[src/rtl/snake_pkg.sv]
`default_nettype none
// =============================================================================
// snake_pkg : shared direction/state encodings and cell helpers
// Revision  : 1.0
// =============================================================================
package snake_pkg;

  localparam int COORD_W = 8;

  typedef enum logic [1:0] {
    DIR_UP    = 2'd0,
    DIR_RIGHT = 2'd1,
    DIR_DOWN  = 2'd2,
    DIR_LEFT  = 2'd3
  } dir_t;

  typedef enum logic [1:0] {
    ST_INIT = 2'd0,
    ST_IDLE = 2'd1,
    ST_OVER = 2'd2
  } state_t;

  // UP<->DOWN and RIGHT<->LEFT differ only in bit 1
  function automatic dir_t opposite(input dir_t d);
    return dir_t'(d ^ 2'd2);
  endfunction

  function automatic logic [2*COORD_W-1:0] pack_cell(input logic [COORD_W-1:0] x,
                                                     input logic [COORD_W-1:0] y);
    return {x, y};
  endfunction

  function automatic logic [COORD_W-1:0] cell_x(input logic [2*COORD_W-1:0] c);
    return c[2*COORD_W-1:COORD_W];
  endfunction

  function automatic logic [COORD_W-1:0] cell_y(input logic [2*COORD_W-1:0] c);
    return c[COORD_W-1:0];
  endfunction

endpackage
`default_nettype wire

[src/rtl/snake_step_ctrl_if.sv]
`default_nettype none
// =============================================================================
// snake_step_ctrl_if : game-step inputs, body-FIFO strobes and status outputs
// Revision           : 1.0
// =============================================================================
interface snake_step_ctrl_if #(
  parameter int COORD_W    = 8,
  parameter int DATA_WIDTH = 16,
  parameter int LEN_W      = 7
);
  logic                  tick;
  logic                  dir_valid;
  logic [1:0]            dir_req;
  logic                  grow;
  logic                  fifo_empty;
  logic                  fifo_write;
  logic                  fifo_read;
  logic [DATA_WIDTH-1:0] fifo_wdata;
  logic [COORD_W-1:0]    head_x;
  logic [COORD_W-1:0]    head_y;
  logic [LEN_W-1:0]      length;
  logic                  step_done;
  logic                  game_over;

  modport master (
    input  tick, dir_valid, dir_req, grow, fifo_empty,
    output fifo_write, fifo_read, fifo_wdata, head_x, head_y, length,
           step_done, game_over
  );

  modport slave (
    output tick, dir_valid, dir_req, grow, fifo_empty,
    input  fifo_write, fifo_read, fifo_wdata, head_x, head_y, length,
           step_done, game_over
  );
endinterface
`default_nettype wire

[src/rtl/snake_next_head.sv]
`default_nettype none
// =============================================================================
// snake_next_head : combinational next-head cell with wall detect or wrap
// Revision        : 1.0
// =============================================================================
module snake_next_head
  import snake_pkg::*;
#(
  parameter int GRID_W  = 32,
  parameter int GRID_H  = 24,
  parameter int COORD_W = snake_pkg::COORD_W
) (
  input  logic [COORD_W-1:0] head_x_i,
  input  logic [COORD_W-1:0] head_y_i,
  input  dir_t               dir_i,
  input  logic               wrap_i,
  output logic [COORD_W-1:0] next_x_o,
  output logic [COORD_W-1:0] next_y_o,
  output logic               out_of_range_o
);

  localparam logic signed [COORD_W:0] C_GRID_W = (COORD_W+1)'(GRID_W);
  localparam logic signed [COORD_W:0] C_GRID_H = (COORD_W+1)'(GRID_H);
  localparam logic signed [COORD_W:0] C_ONE    = (COORD_W+1)'(1);
  localparam logic signed [COORD_W:0] C_ZERO   = '0;

  logic signed [COORD_W:0] w_dx;
  logic signed [COORD_W:0] w_dy;
  logic signed [COORD_W:0] w_x;
  logic signed [COORD_W:0] w_y;
  logic                    w_x_lo;
  logic                    w_x_hi;
  logic                    w_y_lo;
  logic                    w_y_hi;

  always_comb begin
    w_dx = C_ZERO;
    w_dy = C_ZERO;
    unique case (dir_i)
      DIR_UP:    w_dy = -C_ONE;
      DIR_RIGHT: w_dx = C_ONE;
      DIR_DOWN:  w_dy = C_ONE;
      DIR_LEFT:  w_dx = -C_ONE;
      default:   ;
    endcase
    // One extra bit so a step below zero shows up as a negative value
    w_x = $signed({1'b0, head_x_i}) + w_dx;
    w_y = $signed({1'b0, head_y_i}) + w_dy;

    w_x_lo = w_x[COORD_W];
    w_y_lo = w_y[COORD_W];
    w_x_hi = !w_x_lo && (w_x >= C_GRID_W);
    w_y_hi = !w_y_lo && (w_y >= C_GRID_H);

    next_x_o = w_x[COORD_W-1:0];
    next_y_o = w_y[COORD_W-1:0];
    if (wrap_i && w_x_lo) next_x_o = COORD_W'(GRID_W - 1);
    if (wrap_i && w_x_hi) next_x_o = '0;
    if (wrap_i && w_y_lo) next_y_o = COORD_W'(GRID_H - 1);
    if (wrap_i && w_y_hi) next_y_o = '0;

    out_of_range_o = !wrap_i && (w_x_lo || w_x_hi || w_y_lo || w_y_hi);
  end

endmodule
`default_nettype wire

[src/rtl/snake_step_ctrl.sv]
`default_nettype none
// =============================================================================
// snake_step_ctrl : per-tick snake movement, body-FIFO push/pop, game over
// Revision        : 1.0
// =============================================================================
module snake_step_ctrl
  import snake_pkg::*;
#(
  parameter int GRID_W     = 32,
  parameter int GRID_H     = 24,
  parameter int COORD_W    = snake_pkg::COORD_W,
  parameter int DATA_WIDTH = 16,
  parameter int MAX_LEN    = 64,
  parameter int INIT_LEN   = 3,
  parameter int START_X    = 16,
  parameter int START_Y    = 12,
  parameter int WRAP       = 0
) (
  input logic              clk,
  input logic              rst,
  snake_step_ctrl_if.master bus
);

  localparam int                 LEN_W       = $clog2(MAX_LEN) + 1;
  localparam logic [LEN_W-1:0]   C_MAX_LEN   = LEN_W'(MAX_LEN);
  localparam logic [LEN_W-1:0]   C_INIT_LAST = LEN_W'(INIT_LEN - 1);
  localparam logic [COORD_W-1:0] C_START_X   = COORD_W'(START_X);
  localparam logic [COORD_W-1:0] C_START_Y   = COORD_W'(START_Y);
  localparam logic [COORD_W-1:0] C_TAIL_X    = COORD_W'(START_X - INIT_LEN + 1);
  localparam logic               C_WRAP      = (WRAP != 0);

  state_t                state_q;
  logic [LEN_W-1:0]      init_cnt_q;
  logic [COORD_W-1:0]    head_x_q;
  logic [COORD_W-1:0]    head_y_q;
  logic [LEN_W-1:0]      len_q;
  dir_t                  dir_q;
  dir_t                  pend_dir_q;
  logic                  grow_q;
  logic                  fifo_write_q;
  logic                  fifo_read_q;
  logic [DATA_WIDTH-1:0] wdata_q;
  logic                  step_done_q;
  logic                  game_over_q;

  dir_t                  w_pend_dir;
  logic                  w_grow;
  logic [COORD_W-1:0]    w_next_x;
  logic [COORD_W-1:0]    w_next_y;
  logic                  w_oor;
  logic [COORD_W-1:0]    w_init_x;

  // A same-cycle request is visible to a coinciding tick
  always_comb begin
    w_pend_dir = pend_dir_q;
    if (bus.dir_valid && (dir_t'(bus.dir_req) != opposite(dir_q)))
      w_pend_dir = dir_t'(bus.dir_req);
  end

  assign w_grow   = bus.grow | grow_q;
  assign w_init_x = C_TAIL_X + COORD_W'(init_cnt_q);

  snake_next_head #(
    .GRID_W  (GRID_W),
    .GRID_H  (GRID_H),
    .COORD_W (COORD_W)
  ) u_next_head (
    .head_x_i       (head_x_q),
    .head_y_i       (head_y_q),
    .dir_i          (w_pend_dir),
    .wrap_i         (C_WRAP),
    .next_x_o       (w_next_x),
    .next_y_o       (w_next_y),
    .out_of_range_o (w_oor)
  );

  always_ff @(posedge clk or posedge rst) begin
    if (rst) begin
      state_q      <= ST_INIT;
      init_cnt_q   <= '0;
      head_x_q     <= C_START_X;
      head_y_q     <= C_START_Y;
      len_q        <= '0;
      dir_q        <= DIR_RIGHT;
      pend_dir_q   <= DIR_RIGHT;
      grow_q       <= 1'b0;
      fifo_write_q <= 1'b0;
      fifo_read_q  <= 1'b0;
      wdata_q      <= '0;
      step_done_q  <= 1'b0;
      game_over_q  <= 1'b0;
    end else begin
      fifo_write_q <= 1'b0;
      fifo_read_q  <= 1'b0;
      step_done_q  <= 1'b0;
      unique case (state_q)
        ST_INIT: begin
          pend_dir_q   <= w_pend_dir;
          grow_q       <= w_grow;
          fifo_write_q <= 1'b1;
          wdata_q      <= pack_cell(w_init_x, C_START_Y);
          len_q        <= len_q + 1'b1;
          init_cnt_q   <= init_cnt_q + 1'b1;
          if (init_cnt_q == C_INIT_LAST) state_q <= ST_IDLE;
        end
        ST_IDLE: begin
          pend_dir_q <= w_pend_dir;
          grow_q     <= w_grow;
          if (bus.tick) begin
            if (w_oor) begin
              state_q     <= ST_OVER;
              game_over_q <= 1'b1;
            end else begin
              dir_q        <= w_pend_dir;
              head_x_q     <= w_next_x;
              head_y_q     <= w_next_y;
              fifo_write_q <= 1'b1;
              wdata_q      <= pack_cell(w_next_x, w_next_y);
              step_done_q  <= 1'b1;
              grow_q       <= 1'b0;
              // At full length a grow is consumed as a plain move
              if (w_grow && (len_q < C_MAX_LEN)) len_q <= len_q + 1'b1;
              else                               fifo_read_q <= 1'b1;
            end
          end
        end
        default: ;
      endcase
    end
  end

  assign bus.fifo_write = fifo_write_q;
  assign bus.fifo_read  = fifo_read_q;
  assign bus.fifo_wdata = wdata_q;
  assign bus.head_x     = head_x_q;
  assign bus.head_y     = head_y_q;
  assign bus.length     = len_q;
  assign bus.step_done  = step_done_q;
  assign bus.game_over  = game_over_q;

  a_read_not_empty: assert property (@(posedge clk) disable iff (rst)
    bus.fifo_read |-> !bus.fifo_empty);

endmodule
`default_nettype wire

[src/flat_wrapper.sv]
// flat-port wrapper written by rule: the top's interface ports become plain ports
module snake_step_ctrl_flat import snake_pkg::*;
#(
  parameter int GRID_W     = 32,
  parameter int GRID_H     = 24,
  parameter int COORD_W    = snake_pkg::COORD_W,
  parameter int DATA_WIDTH = 16,
  parameter int MAX_LEN    = 64,
  parameter int INIT_LEN   = 3,
  parameter int START_X    = 16,
  parameter int START_Y    = 12,
  parameter int WRAP       = 0
)
  (clk, rst, bus_tick, bus_dir_valid, bus_dir_req, bus_grow, bus_fifo_empty, bus_fifo_write, bus_fifo_read, bus_fifo_wdata, bus_head_x, bus_head_y, bus_length, bus_step_done, bus_game_over);
  snake_step_ctrl_if #(.COORD_W(COORD_W), .DATA_WIDTH(DATA_WIDTH)) bus_i ();
  input logic clk;
  input logic rst;
  input wire logic [$bits(bus_i.tick)-1:0] bus_tick;
  input wire logic [$bits(bus_i.dir_valid)-1:0] bus_dir_valid;
  input wire logic [$bits(bus_i.dir_req)-1:0] bus_dir_req;
  input wire logic [$bits(bus_i.grow)-1:0] bus_grow;
  input wire logic [$bits(bus_i.fifo_empty)-1:0] bus_fifo_empty;
  output wire logic [$bits(bus_i.fifo_write)-1:0] bus_fifo_write;
  output wire logic [$bits(bus_i.fifo_read)-1:0] bus_fifo_read;
  output wire logic [$bits(bus_i.fifo_wdata)-1:0] bus_fifo_wdata;
  output wire logic [$bits(bus_i.head_x)-1:0] bus_head_x;
  output wire logic [$bits(bus_i.head_y)-1:0] bus_head_y;
  output wire logic [$bits(bus_i.length)-1:0] bus_length;
  output wire logic [$bits(bus_i.step_done)-1:0] bus_step_done;
  output wire logic [$bits(bus_i.game_over)-1:0] bus_game_over;
  assign bus_i.tick = bus_tick;
  assign bus_i.dir_valid = bus_dir_valid;
  assign bus_i.dir_req = bus_dir_req;
  assign bus_i.grow = bus_grow;
  assign bus_i.fifo_empty = bus_fifo_empty;
  assign bus_fifo_write = bus_i.fifo_write;
  assign bus_fifo_read = bus_i.fifo_read;
  assign bus_fifo_wdata = bus_i.fifo_wdata;
  assign bus_head_x = bus_i.head_x;
  assign bus_head_y = bus_i.head_y;
  assign bus_length = bus_i.length;
  assign bus_step_done = bus_i.step_done;
  assign bus_game_over = bus_i.game_over;
  snake_step_ctrl #(.GRID_W(GRID_W), .GRID_H(GRID_H), .COORD_W(COORD_W), .DATA_WIDTH(DATA_WIDTH), .MAX_LEN(MAX_LEN), .INIT_LEN(INIT_LEN), .START_X(START_X), .START_Y(START_Y), .WRAP(WRAP)) u_core (.clk(clk), .rst(rst), .bus(bus_i));
endmodule
[config.mk]
export PLATFORM = sky130hd
export DESIGN_NAME = snake_step_ctrl_flat
export DESIGN_NICKNAME = d
export VERILOG_FILES = /design/src/rtl/snake_pkg.sv /design/src/rtl/snake_step_ctrl_if.sv /design/src/rtl/snake_next_head.sv /design/src/rtl/snake_step_ctrl.sv /design/src/flat_wrapper.sv
export SDC_FILE = /design/constraint.sdc
export NUM_CORES = 1
export LEC_CHECK = 0
export CAP_MARGIN = 30
export CORE_MARGIN = 2
export CORE_UTILIZATION = 43
export DETAILED_ROUTE_END_ITERATION = 10
export DONT_BUFFER_PORTS = 1
export GPL_ROUTABILITY_DRIVEN = 0
export MAX_ROUTING_LAYER = met4
export PLACE_DENSITY = 0.66
export SYNTH_ARGS = -nofsm -noshare
export SYNTH_HDL_FRONTEND = slang
export SYNTH_SLANG_ARGS = --single-unit
[constraint.sdc]
create_clock -name clk -period 4.8 [get_ports clk]
set_clock_uncertainty 0.2 [all_clocks]
set_input_delay 0.96 -clock clk [delete_from_list [all_inputs] [get_ports clk]]
set_output_delay 0.96 -clock clk [all_outputs]
set_load 0.01 [all_outputs]
==> flow_summary.json <==
{
  "cp-endpoint": "u_core.bus.length[1]$_DFFE_PP0P_",
  "ir_worst_vdd_mv": 0.357,
  "core_region_area_um2": 7610,
  "grt_pass1_wl_mm": 11.3,
  "grt_setup_unrepaired": "no",
  "rr_worst_depth": 17,
  "netlist_instances": 334,
  "crit_arrival_ns": 4.31,
  "yosysSeqAreaShare_pct": 43.0,
  "r2r_slack_ns": 0.53,
  "power_density_nw_per_um2": 459,
  "yosys.area.top_type": "dfrtp_1",
  "drcViolationCount": 0,
  "final_common_cell": "dfrtp_1",
  "period_needed_ns": 4.29,
  "post_cts_resized": 0,
  "hp-class": "reg2reg",
  "clk_pin_slew_ns": 0.06,
  "relSlewSlack_pct": 51.3,
  "multi_input_area_um2": 1730,
  "drtIter0Drc": 102,
  "initial_utilization_pct": 43.8,
  "leakage_nw": 1.68,
  "muxShareOfSynthArea_pct": 4.77,
  "antenna_found_initial": 0,
  "cts_made_buffers": 9,
  "grt-ovfl-total": 0,
  "synth-edff-count": 0,
  "synth_compound_area_share_pct": 14.7,
  "synth_top_family_by_area": "simple AND/OR/NAND/NOR gates",
  "routed_wl_mm": 6.84,
  "synth_xor_area_share_pct": 8.14,
  "vias": 2381,
  "setup_violations": 0,
  "cts_setup_buffers": 0,
  "fin_util_pct": 47.7,
  "period_share_pct": 89.3,
  "path_class": "in2reg",
  "dp_hpwl_mm": 4.83,
  "cts_tree": "yes",
  "final_antenna_net_count": 0,
  "max_freq_ghz": 0.233,
  "required_ns": 4.82,
  "synthesis.nets": 353,
  "regToRegStartpoint": "u_core.dir_q[0]$_DFFE_PP1P_",
  "nFillCells": 723,
  "clkSinkCount": 57,
  "startpoint_type": "input port",
  "synth_warnings": 0,
  "synthArstFlopShare_pct": 100,
  "grt_pass1_vias": 2301,
  "cts.path.max_buffers": 2,
  "synth_fa_ha_area_share_pct": 4.13,
  "cp_max_fo": 8,
  "yosys-top-cells-area": "dfrtp_1 39%, xnor2_1 4.7%, ha_1 4.1%",
  "startpoint": "bus_dir_req[1]",
  "maxCapViolCount": 0,
  "cts_hold_buf": 0,
  "cp-end-kind": "flip-flop",
  "track_usage_pct": 17.6,
  "seqCellArea_um2": 1430,
  "synthSimpleGateAreaFrac_pct": 20.3,
  "tightest_slew_ns": 0.731,
  "area_growth_syn_to_layout_pct": 8.78,
  "synth.ff_latch_count": 57,
  "slew_viol_final": 0,
  "die_area_um2": 8480,
  "synth_top_area_share_pct": 39.0,
  "layout_common_cells": "52 x dfrtp_1, 33 x nand2_1, 27 x nor2_1",
  "die_height_um": 92.1,
  "insertion_delay_ns": 0.34,
  "synth_area_um2": 3330,
  "vias_per_cell": 5.36,
  "finalSetupTns_ns": 0,
  "die_w_um": 92.1,
  "n_antenna_cell": 0,
  "rr_endpoint": "u_core.bus.head_y[4]$_DFFE_PP0P_",
  "drive_gt1_share_pct": 17.8,
  "htree_levels": 3,
  "synthFlopType": "dfrtp_1",
  "hold_violations": 0,
  "nNetsFinal": 357,
  "numPortBuffers": 0,
  "rows": 32,
  "drtPass1Iterations": 4,
  "syn_avg_cell_area_um2": 9.98,
  "grt_max_degree": 58,
  "status": "finished clean",
  "ios": 51,
  "root_buffer": "clkbuf_8",
  "wl_per_cell_um": 15.4,
  "ys_types": 71
}
per-layer routing:
layer / global-route usage, % / wire length (um)
met1: 22.3 / 3170
met2: 26.0 / 3140
met3: 3.70 / 304
met4: 10.2 / 227
met5: - / 0
report_power, final:
| part | internal (W) | total [W] | switching, W | leakage [nW] |
|---|---|---|---|---|
| logic | 0.000239 | 0.000513 | 0.000274 | 0.856 |
| registers | 0.000564 | 0.000697 | 0.000133 | 0.719 |
| clock network | 0.000264 | 0.000454 | 0.000190 | 0.102 |
kinds of logic (layout without fill, tap and decap cells):
logic type | count (synthesis) | in the layout
flops | 57 | 57
compound gates | 61 | 61
xor+xnor | 31 | 31
fa+ha+maj | 11 | 11
mux | 14 | 14
buf+inv | 33 | 41
simple gates | 127 | 127
Yosys cell counts, types with 7 or more instances:
| library cell | count |
|---|---|
| a21oi_1 | 10 |
| and2_1 | 8 |
| clkbuf_1 | 8 |
| dfrtp_1 | 52 |
| ha_1 | 11 |
| inv_1 | 14 |
| mux2i_1 | 8 |
| nand2_1 | 33 |
| nand3_1 | 12 |
| nor2_1 | 27 |
| nor3_1 | 7 |
| o21ai_0 | 12 |
| xnor2_1 | 18 |
| xor2_1 | 13 |
state kept, by name, summed over array words and instances, names as in the netlist:
name and cells:
u_core.state_q 2, u_core.bus.fifo_write 1, u_core.bus.head_x 8, u_core.bus.game_over 1
u_core.init_cnt_q 7, u_core.bus.length 7, u_core.bus.fifo_wdata 16, u_core.bus.head_y 8
u_core.pend_dir_q 2, u_core.bus.step_done 1, u_core.grow_q 1, u_core.bus.fifo_read 1
u_core.dir_q 2
through the flow:
step,std cells,instance area [um^2],power (W),hold WS (ns),worst slack (ns)
4_1_cts,444,3630,0.00168,0.302,0.498
3_5_place_dp,429,3430,0.00122,0.293,0.147
2_1_floorplan,334,3330,0.00112,0.263,0.389
6_report,444,3630,0.00166,0.298,0.514
3_3_place_gp,429,3430,0.00121,0.284,0.181
5_1_grt,444,3630,0.00178,0.320,0.110
cell type report:
| type | count | share of cell area [%] |
|---|---|---|
| Sequential cell | 57 | 39.5 |
| Tap cell | 102 | 3.52 |
| Timing Repair Buffer | 9 | 1.86 |
| Clock buffer | 12 | 4.28 |
| Inverter | 17 | 1.93 |
| Multi-Input combinational cell | 244 | 47.8 |
| Clock inverter | 3 | 1.10 |
critical path, stage by stage:
cell and delay (ns):
xnor2_1 0.16, o21ai_1 0.12, or2_1 0.40, nor2_4 0.28
ha_1 0.35, and3_1 0.23, a31oi_1 0.24, nand2b_1 0.14
a22oi_1 0.07, a211oi_2 0.36, nor4b_4 0.12, buf_4 0.17
a41oi_4 0.33, mux2_2 0.37
how the worst min path moves through the flow:
stage | start | to | slack (ns) | cells after the start
final | u_core.pend_dir_q[0]$_DFFE_PP1P_ | u_core.pend_dir_q[0]$_DFFE_PP1P_ | 0.30 | 2
after global routing | u_core.dir_q[0]$_DFFE_PP1P_ | u_core.dir_q[0]$_DFFE_PP1P_ | 0.32 | 2
after CTS | u_core.pend_dir_q[0]$_DFFE_PP1P_ | u_core.pend_dir_q[0]$_DFFE_PP1P_ | 0.30 | 2
after detailed placement | u_core.pend_dir_q[0]$_DFFE_PP1P_ | u_core.pend_dir_q[0]$_DFFE_PP1P_ | 0.29 | 2
after global placement | u_core.grow_q$_DFFE_PP0P_ | u_core.grow_q$_DFFE_PP0P_ | 0.28 | 2
after floorplan | u_core.grow_q$_DFFE_PP0P_ | u_core.grow_q$_DFFE_PP0P_ | 0.26 | 2
Note: power is estimated with default switching activity, not from simulation.
